$ cat src/rtl/bus_beat_seq.sv
// bus_beat_seq: splits a 1/2/4-beat read or write request into byte-wide
// bus beats, handshaking each beat with a strobe / ready protocol, and
// assembles little-endian read data with optional sign extension.
//
// Parameters:
//   ADDR_W  - bus and request address width
//   DATA_W  - request data width (8, 16 or 32)
//   TIMEOUT - max cycles spent waiting on the slave (BUS_TIMEOUT_EN only)
//
// Ports:
//   i_clk, i_rst        - clock, synchronous active-high reset
//   i_req, i_we         - transfer request (sampled in IDLE), write enable
//   i_addr, i_size      - first-beat byte address, beat count code (0/1/2)
//   i_sext, i_wdata     - sign-extend read result, write data
//   o_busy, o_done      - not-idle flag, one-cycle completion pulse
//   o_err, o_rdata      - error flag (valid with o_done), read result
//   o_bus_clk, o_bus_we - bus strobe and write enable
//   o_bus_addr          - beat address
//   o_bus_data          - beat write data
//   i_bus_data          - beat read data
//   i_bus_data_ready    - slave ready/acknowledge
//
// Build option: define BUS_TIMEOUT_EN to abort a transfer whose slave does
// not respond within TIMEOUT cycles.
module bus_beat_seq #(
    parameter int ADDR_W  = 32,
    parameter int DATA_W  = 32,
    parameter int TIMEOUT = 255
) (
    input  logic              i_clk,
    input  logic              i_rst,
    input  logic              i_req,
    input  logic              i_we,
    input  logic [ADDR_W-1:0] i_addr,
    input  logic [1:0]        i_size,
    input  logic              i_sext,
    input  logic [DATA_W-1:0] i_wdata,
    output logic              o_busy,
    output logic              o_done,
    output logic              o_err,
    output logic [DATA_W-1:0] o_rdata,
    output logic              o_bus_clk,
    output logic              o_bus_we,
    output logic [ADDR_W-1:0] o_bus_addr,
    output logic [7:0]        o_bus_data,
    input  logic [7:0]        i_bus_data,
    input  logic              i_bus_data_ready
);

    localparam int          NB       = DATA_W / 8;
    localparam logic [1:0]  LAST_MAX = 2'(NB - 1);

    typedef enum logic [2:0] {
        IDLE,
        STROBE,
        WAIT,
        RELEASE,
        DONE
    } state_t;

    state_t state, state_nx;

    logic                   we_q;
    logic                   sext_q;
    logic [ADDR_W-1:0]      addr_q;
    logic [NB-1:0][7:0]     wdata_q;
    logic [NB-1:0][7:0]     rbuf;
    logic [1:0]             beat_q;
    logic [1:0]             last_q;
    logic                   err_q;
    logic [DATA_W-1:0]      rdata_q;
    logic                   bus_clk_q;
    logic                   bus_we_q;
    logic [ADDR_W-1:0]      bus_addr_q;
    logic [7:0]             bus_data_q;
    logic [1:0]             last_req;
    logic [NB-1:0][7:0]     rdata_fill;
    logic [7:0]             fill_byte;
    logic                   to_hit;

`ifdef BUS_TIMEOUT_EN
    localparam int TO_W = $clog2(TIMEOUT + 1);
    logic [TO_W-1:0] to_cnt;

    // Counts every cycle spent in WAIT/RELEASE for the current beat.
    always_ff @(posedge i_clk) begin
        if (i_rst) begin
            to_cnt <= '0;
        end else if (state == STROBE) begin
            to_cnt <= '0;
        end else if ((state == WAIT || state == RELEASE) && !to_hit) begin
            to_cnt <= to_cnt + TO_W'(1);
        end
    end

    assign to_hit = (state == WAIT || state == RELEASE) &&
                    (to_cnt == TO_W'(TIMEOUT - 1));
`else
    assign to_hit = 1'b0;
`endif

    // Last beat index requested, clamped to the data width.
    always_comb begin
        case (i_size)
            2'd0:    last_req = 2'd0;
            2'd1:    last_req = 2'd1;
            default: last_req = 2'd3;
        endcase
        if (last_req > LAST_MAX) last_req = LAST_MAX;
    end

    // Received bytes kept; bytes above the last one zero- or sign-filled.
    always_comb begin
        rdata_fill = '0;
        fill_byte  = (sext_q && rbuf[last_q][7]) ? 8'hFF : 8'h00;
        for (int unsigned i = 0; i < NB; i++) begin
            rdata_fill[2'(i)] = (2'(i) <= last_q) ? rbuf[2'(i)] : fill_byte;
        end
    end

    always_ff @(posedge i_clk) begin
        if (i_rst) state <= IDLE;
        else       state <= state_nx;
    end

    always_comb begin
        state_nx = state;
        case (state)
            IDLE:    if (i_req) state_nx = (i_size == 2'd3) ? DONE : STROBE;
            STROBE:  state_nx = WAIT;
            WAIT: begin
                if (i_bus_data_ready) state_nx = RELEASE;
                else if (to_hit)      state_nx = DONE;
            end
            RELEASE: begin
                if (!i_bus_data_ready) state_nx = (beat_q == last_q) ? DONE : STROBE;
                else if (to_hit)       state_nx = DONE;
            end
            DONE:    state_nx = IDLE;
            default: state_nx = IDLE;
        endcase
    end

    // Bus outputs are registered: the strobe becomes visible the cycle after
    // STROBE and drops the cycle after the slave acknowledges in WAIT.
    always_ff @(posedge i_clk) begin
        if (i_rst) begin
            we_q       <= 1'b0;
            sext_q     <= 1'b0;
            addr_q     <= '0;
            wdata_q    <= '0;
            rbuf       <= '0;
            beat_q     <= '0;
            last_q     <= '0;
            err_q      <= 1'b0;
            rdata_q    <= '0;
            bus_clk_q  <= 1'b0;
            bus_we_q   <= 1'b0;
            bus_addr_q <= '0;
            bus_data_q <= '0;
        end else begin
            case (state)
                IDLE: begin
                    if (i_req) begin
                        if (i_size == 2'd3) begin
                            err_q <= 1'b1;
                        end else begin
                            err_q   <= 1'b0;
                            we_q    <= i_we;
                            sext_q  <= i_sext;
                            addr_q  <= i_addr;
                            wdata_q <= i_wdata;
                            beat_q  <= '0;
                            last_q  <= last_req;
                            rbuf    <= '0;
                        end
                    end
                end
                STROBE: begin
                    bus_clk_q  <= 1'b1;
                    bus_we_q   <= we_q;
                    bus_addr_q <= addr_q + ADDR_W'(beat_q);
                    bus_data_q <= we_q ? wdata_q[beat_q] : 8'h00;
                end
                WAIT: begin
                    if (i_bus_data_ready) begin
                        bus_clk_q <= 1'b0;
                        bus_we_q  <= 1'b0;
                        if (!we_q) rbuf[beat_q] <= i_bus_data;
                    end else if (to_hit) begin
                        bus_clk_q <= 1'b0;
                        bus_we_q  <= 1'b0;
                        err_q     <= 1'b1;
                    end
                end
                RELEASE: begin
                    if (!i_bus_data_ready) begin
                        if (beat_q == last_q) begin
                            if (!we_q) rdata_q <= rdata_fill;
                        end else begin
                            beat_q <= beat_q + 2'd1;
                        end
                    end else if (to_hit) begin
                        err_q <= 1'b1;
                    end
                end
                default: ;
            endcase
        end
    end

    assign o_busy     = (state != IDLE);
    assign o_done     = (state == DONE);
    assign o_err      = (state == DONE) && err_q;
    assign o_rdata    = rdata_q;
    assign o_bus_clk  = bus_clk_q;
    assign o_bus_we   = bus_we_q;
    assign o_bus_addr = bus_addr_q;
    assign o_bus_data = bus_data_q;

endmodule

$ cat config.mk
export PLATFORM = sky130hd
export DESIGN_NAME = bus_beat_seq
export DESIGN_NICKNAME = d
export VERILOG_FILES = /design/src/rtl/bus_beat_seq.sv
export SDC_FILE = /design/constraint.sdc
export NUM_CORES = 1
export LEC_CHECK = 0
export ABC_CLOCK_PERIOD_IN_PS = 6200
export BUFFER_PORTS_ARGS = -buffer_cell sky130_fd_sc_hd__clkbuf_2
export CAP_MARGIN = 20
export CORE_MARGIN = 3
export CORE_UTILIZATION = 35
export CTS_CLUSTER_DIAMETER = 50
export DETAILED_ROUTE_END_ITERATION = 7
export HOLD_SLACK_MARGIN = 0.15
export PLACE_DENSITY_LB_ADDON = 0.08
export SLEW_MARGIN = 25
export SYNTH_ARGS = -nofsm -noshare
export SYNTH_HDL_FRONTEND = slang
export SYNTH_SLANG_ARGS = --single-unit
$ cat constraint.sdc
create_clock -name i_clk -period 6.2 [get_ports i_clk]
set_input_delay 0.62 -clock i_clk [delete_from_list [all_inputs] [get_ports i_clk]]
set_output_delay 0.62 -clock i_clk [all_outputs]
set_load 0.1 [all_outputs]
# Word level (Yosys, flattened, before mapping)

Index checks and enable logic that the tools add are counted.

Input port bits: 80
Bits in registers: 180
Output and inout port bits: 77

Bitwise logic cells: 3
Reduce and logical (&&, ||, !) cells: 16
$lt $le $gt $ge: 8
Multiplexer cells: 35
Eq/ne operators: 13
Add/sub/neg operators: 2

Operator list:

| kind                                                          | number |
|---|---|
| 2-to-1 mux 32 bit                                             | 4 |
| 2-to-1 mux 8 bit                                              | 9 |
| one-hot mux 32 bit (2 select lines)                           | 1 |
| adder 32 x 2 -> 32 bit                                        | 1 |
| binary-select mux 8 bit (select 2 bit)                        | 2 |
| bitwise mux 32 bit                                            | 1 |
| demux 8 bit (select 2 bit)                                    | 1 |
| 2-to-1 mux 3 bit                                              | 5 |
| != test 2 bit, second input constant                          | 6 |
| one-hot mux 3 bit (4 select lines)                            | 1 |
| 2-to-1 mux 2 bit                                              | 5 |
| AND reduction 5 bit                                           | 2 |
| one-hot mux 2 bit (2 select lines)                            | 2 |
| == test 3 x 2 -> 1 bit, second input constant                 | 2 |
| < comparator 2 x 3 -> 1 bit, second input constant            | 2 |
| AND reduction 3 bit                                           | 2 |
| nonzero test 2 bit                                            | 3 |
| less-or-equal comparator 1 x 2 -> 1 bit, first input constant | 2 |
| less-or-equal comparator 2 bit, first input constant          | 2 |
| one-hot mux 1 bit (2 select lines)                            | 2 |
| AND reduction 2 bit                                           | 2 |
| AND reduction 4 bit                                           | 1 |
| == test 3 x 1 -> 1 bit, second input constant                 | 1 |
| == test 3 bit, second input constant                          | 1 |
| 12 further kinds                                              | 17 |

# Logic depth before layout (Yosys ltp)

Depth after elaboration: 8
Depth in mapped cells: 8
Depth with buffers taken out: 7

# Worst setup path after synthesis

Ideal clock, no wire load.

Path kind: flip-flop to flip-flop
From: register beat_q[1]
To: register bus_addr_q[28], in the netlist o_bus_addr[28]
Stages on the path, launching flop included: 8
Arrival time: 2.686 ns
Library setup time: 0.075 ns
Path buffers: 1
Setup slack: 3.439 ns
Cells stage by stage: dfxtp_1 -> clkbuf_1 -> inv_1 -> fa_1 -> nand4b_1 -> or4_4 -> or4_1 -> a31oi_1

Cells in the longest elaborated chain, start to end: 1

Ends and longest elaborated chain:

| item                   | line | source |
|---|---|---|
| start, declared        | 68   | `logic [1:0] beat_q;` |
| start signal, assigned | 201  | `beat_q <= beat_q + 2'd1;` |
| adder 32 x 2 -> 32 bit | 182  | `bus_addr_q <= addr_q + ADDR_W'(beat_q);` |
| end signal, assigned   | 182  |  |
| end, declared          | 74   | `logic [ADDR_W-1:0] bus_addr_q;` |

No other way between the ends.
A chain may end at the register's enable or synchronous reset.

# Worst setup path in the final report

From: register beat_q[0]
To: register bus_addr_q[28], in the netlist o_bus_addr[28]

Same word-level chain as after synthesis.

==> flow_summary.rst <==
.. list-table::
   :header-rows: 1

   * - Metric
     - Value
   * - Result of the run
     - finished clean
   * - Final Hold Viols
     - 0
   * - Die footprint
     - 0.0231 sq mm
   * - Area growth from synthesis to layout
     - 20.8%
   * - Wire length of the first global-routing pass
     - 35.2 mm
   * - Number of gates resized after cts
     - 0
   * - Sequential cell fraction of total power
     - 41.7%
   * - Portion of total power attributed to combinational logic
     - 23.1%
   * - Router iterations before antenna repair
     - 5
   * - Die W
     - 152 microns
   * - Number of flops mapped to enable cells by yosys
     - 0
   * - Ys async rst share
     - 0%
   * - Inserted Clock Buffers
     - 17
   * - Register-to-register setup slack
     - 2.86 ns
   * - Crit path largest cell delay
     - 0.88 ns
   * - Vias/cell
     - 5.11
   * - Overall power
     - 3.21 mW
   * - Pins Over Slew Limit
     - 0
   * - Clock slew seen by the registers of the worst setup and hold paths
     - 0.07 ns
   * - Crit. End Element
     - flop
   * - Hold Path End
     - wdata_q[22]
   * - Cell count after placement
     - 1,275
   * - Placeable core region
     - 0.0206 sq mm
   * - Net count after synthesis
     - 994
   * - Cell taking the most area after synthesis
     - sky130_fd_sc_hd__dfxtp_1
   * - Multi-input gate area
     - 0.00359 sq mm
   * - Number of different library cells in the post-synthesis netlist
     - 55
   * - Share of the clock period used by the worst path
     - 53.9%
   * - Worst setup slack before clock tree synthesis
     - 2.84 ns
   * - TritonCTS clock tree
     - done
   * - Predominant post-synthesis flop cell
     - sky130_fd_sc_hd__dfxtp_1
   * - Post-route setup slack
     - 2.86 ns
   * - Number of rows in the core area
     - 52
   * - Cells after synthesis
     - 907
   * - Latest clock arrival within the worst-skew pair
     - 0.43 ns
   * - Power Dens Cells
     - 355 mW/mm^2
   * - Post-route antenna net violation count
     - 0
   * - Critical path peak fanout
     - 14
   * - Detailed placement HPWL
     - 14.8 mm
   * - Bufs on Longest Clock Path
     - 2
   * - Weighted congestion at the end of routability-driven global placement
     - 0.780
   * - Total number of yosys warnings
     - 0
   * - Total length of routed wires
     - 21.7 mm
   * - DRC
     - 0
   * - Category of cells accounting for the largest share of critical-path delay
     - simple AND/OR/NAND/NOR gates
   * - Effective utilization at floorplan
     - 36.2%
   * - Final instance count without filler cells
     - 1,304
   * - Number of antenna diodes
     - 0
   * - Final setup violating endpoints
     - 0
   * - Postcts setup bufs
     - 0
   * - Register-to-Register Path Depth
     - 7
   * - FILL cells
     - 2,088
   * - Slew Limit Headroom
     - 37.6%
   * - Crit path buffers/inverters
     - 1
   * - Net count of the finished layout
     - 1,111
   * - Static Leakage
     - 3.41 nW
   * - Number of cells traversed by the worst hold path
     - 3
   * - Net Sw Power
     - 1.12 mW
   * - Hold bufs inserted after CTS
     - 0
   * - Register bit total from synthesis
     - 180
   * - Maximum number of pins on one net before global-route repair
     - 84
   * - Cell with the largest stage delay on the worst path
     - sky130_fd_sc_hd__dfxtp_1
   * - Via count of the first global-routing pass
     - 6,434
   * - Depth of the critical timing path with buffers and inverters included
     - 7
   * - CTS Root Cell
     - sky130_fd_sc_hd__clkbuf_16
   * - Fraction of post-synthesis cell area in the top cell type by area
     - 48.2%
   * - Pint
     - 2.08 mW
   * - Total GRT Usage
     - 18.5%
   * - Count of buffers inserted at the top-level ports
     - 156
   * - Startpoint of the worst register-to-register path
     - beat_q[0]
   * - Worst Skew
     - 0.0102 ns
   * - Top cells by area in the synthesized netlist
     - sky130_fd_sc_hd__dfxtp_1 48%, sky130_fd_sc_hd__nand2_1 10%, sky130_fd_sc_hd__a21oi_1 9.5%
   * - Wire length per cell
     - 16.6 microns
   * - Top achievable clock speed
     - 0.299 GHz
   * - CP Launch Point
     - beat_q[0]
   * - Relative contribution of the clock network to total power
     - 35.2%
   * - Die height
     - 152 microns
   * - Grt ovf
     - 0
   * - RSZ-0062 raised after global routing
     - no
   * - Cell chain of the critical path
     - ha_1 -> inv_1 -> fa_1 -> nand4b_1 -> or4_4 -> or4_1 -> a31oi_1
   * - Shortest period the worst path allows
     - 3.34 ns
   * - Share of layout cells above drive strength 1
     - 21.3%
   * - Part of the Yosys area used for sequential elements
     - 48.2%
   * - CTS sink cnt
     - 180
   * - Startpoint types
     - flop
   * - CTS H-tree depth
     - 4
   * - Startpoint of the most critical hold path
     - i_wdata[22]
   * - Number of max-capacitance violations reported
     - 0
   * - Share of total power consumed by net switching
     - 35.0%
   * - Required time reported for the critical path endpoint
     - 6.56 ns
   * - Total Negative Setup Slacks
     - 0 ns
   * - Post-synthesis instance area
     - 0.00747 sq mm
   * - Sequential Area
     - 0.00360 sq mm
   * - Tightest Hold Check Type
     - input pin to flop
   * - Data arrival time of the critical path
     - 3.70 ns
   * - Number of DRC markers after the initial detailed-route iteration
     - 386
   * - Capturing point of the worst reg2reg path
     - o_bus_addr[28]
   * - Post-synthesis average cell area
     - 8.24 sq um
   * - Critical path start-end classification
     - flop to flop
   * - IR drop worst, VDD
     - 0.172 mV
   * - Initial antenna violation count
     - 0
   * - Worst-margin pin slew
     - 0.935 ns
   * - Total via count in the routed design
     - 6,667
   * - Number of ports placed on the die boundary
     - 157
state kept, by name (all words and copies together), names as in the netlist, 2 cells and up:
signal	count
addr_q	32
o_bus_addr	32
o_rdata	32
rbuf	32
wdata_q	32
o_bus_data	8
state	3
beat_q	2
last_q	2
per-layer routing:
metal / GRT usage [%] / routed length, microns / up-vias
met5: 0 / 0 / -
met4: 5.01 / 221 / 0
met3: 4.10 / 1130 / 17
met2: 27.5 / 9280 / 155
met1: 27.2 / 11000 / 3091
li1: - / - / 3404
area by class of cell:
cell class / count / share of cell area (%)
Tap cell: 270 / 3.74
Inverter: 12 / 0.499
Sequential cell: 180 / 39.9
Clock buffer: 19 / 4.91
Multi-Input combinational cell: 649 / 39.8
Timing Repair Buffer: 164 / 9.35
Clock inverter: 10 / 1.75
power groups by stage:
stage / sequential [mW] / clock, mW / combinational [mW]
floorplan: 1.63 / 0 / 0.295
global placement: 1.36 / 0 / 0.742
detailed placement: 1.36 / 0 / 0.745
CTS: 1.34 / 1.16 / 0.746
global route: 1.35 / 1.20 / 0.796
finish: 1.34 / 1.13 / 0.740
synthesized netlist by cell type (all sizes together), types with 2 or more instances:
library cell and instances:
nand2 206, o31ai 7, mux4 9, nand4b 3
mux2i 9, inv 12, or3 7, or3b 2
and4 5, nand4 7, nor3 14, a311oi 2
and3b 2, clkbuf 51, ha 6, nor4 9
or4 10, a22oi 8, and2 3, a32oi 2
a211oi 7, nand3 13, and3 6, buf 15
o21ai 86, or2 3, xor2 4, dfxtp 180
a31oi 13, nor2 36, a21oi 143, xnor2 10
o21a 3, nor4b 2
through the flow:
stage	area (sq um)	util (%)	hold WS, ns
floorplan	7470	-	0.431
global placement	8420	40.8	0.444
detailed placement	8420	40.8	0.447
CTS	9020	43.7	0.388
global route	9020	43.8	0.398
finish	9020	43.8	0.407
worst register-to-register path, cell delays in order, from the launching register on:
cell and delay [ns]:
sky130_fd_sc_hd__dfxtp_1 0.88, sky130_fd_sc_hd__ha_1 0.31, sky130_fd_sc_hd__inv_1 0.06, sky130_fd_sc_hd__fa_1 0.43
sky130_fd_sc_hd__nand4b_1 0.35, sky130_fd_sc_hd__or4_4 0.57, sky130_fd_sc_hd__or4_1 0.52, sky130_fd_sc_hd__a31oi_1 0.16
cells in the final DEF, fill, tap and decap left out, types with 9 or more instances in the layout:
cell type | Yosys | routed
sky130_fd_sc_hd__a21oi_1 | 142 | 142
sky130_fd_sc_hd__a31oi_1 | 13 | 13
sky130_fd_sc_hd__buf_4 | 0 | 9
sky130_fd_sc_hd__clkbuf_16 | 0 | 17
sky130_fd_sc_hd__clkbuf_2 | 0 | 155
sky130_fd_sc_hd__dfxtp_1 | 180 | 180
sky130_fd_sc_hd__inv_1 | 12 | 12
sky130_fd_sc_hd__mux2i_1 | 9 | 9
sky130_fd_sc_hd__mux4_2 | 9 | 9
sky130_fd_sc_hd__nand2_1 | 206 | 205
sky130_fd_sc_hd__nand3_1 | 12 | 12
sky130_fd_sc_hd__nor2_1 | 36 | 36
sky130_fd_sc_hd__nor3_1 | 14 | 14
sky130_fd_sc_hd__nor4_1 | 9 | 9
sky130_fd_sc_hd__o21ai_0 | 86 | 86
sky130_fd_sc_hd__xnor2_1 | 10 | 10
cell families after synthesis:
logic type / share of synthesized area, %
compound gates: 20.1
simple gates: 20.7
xor+xnor: 1.64
mux: 3.92
flops: 48.2
buf+inv: 4.14
fa+ha+maj: 1.27
how the worst max path moves through the flow:
stage / slack (ns) / to
floorplan: 3.44 / o_bus_addr[28]
global placement: 2.92 / o_bus_addr[24]
detailed placement: 2.84 / o_bus_addr[26]
CTS: 2.82 / o_bus_addr[26]
global route: 2.60 / o_bus_addr[26]
finish: 2.86 / o_bus_addr[28]
Power figures use the tool's default switching activity.
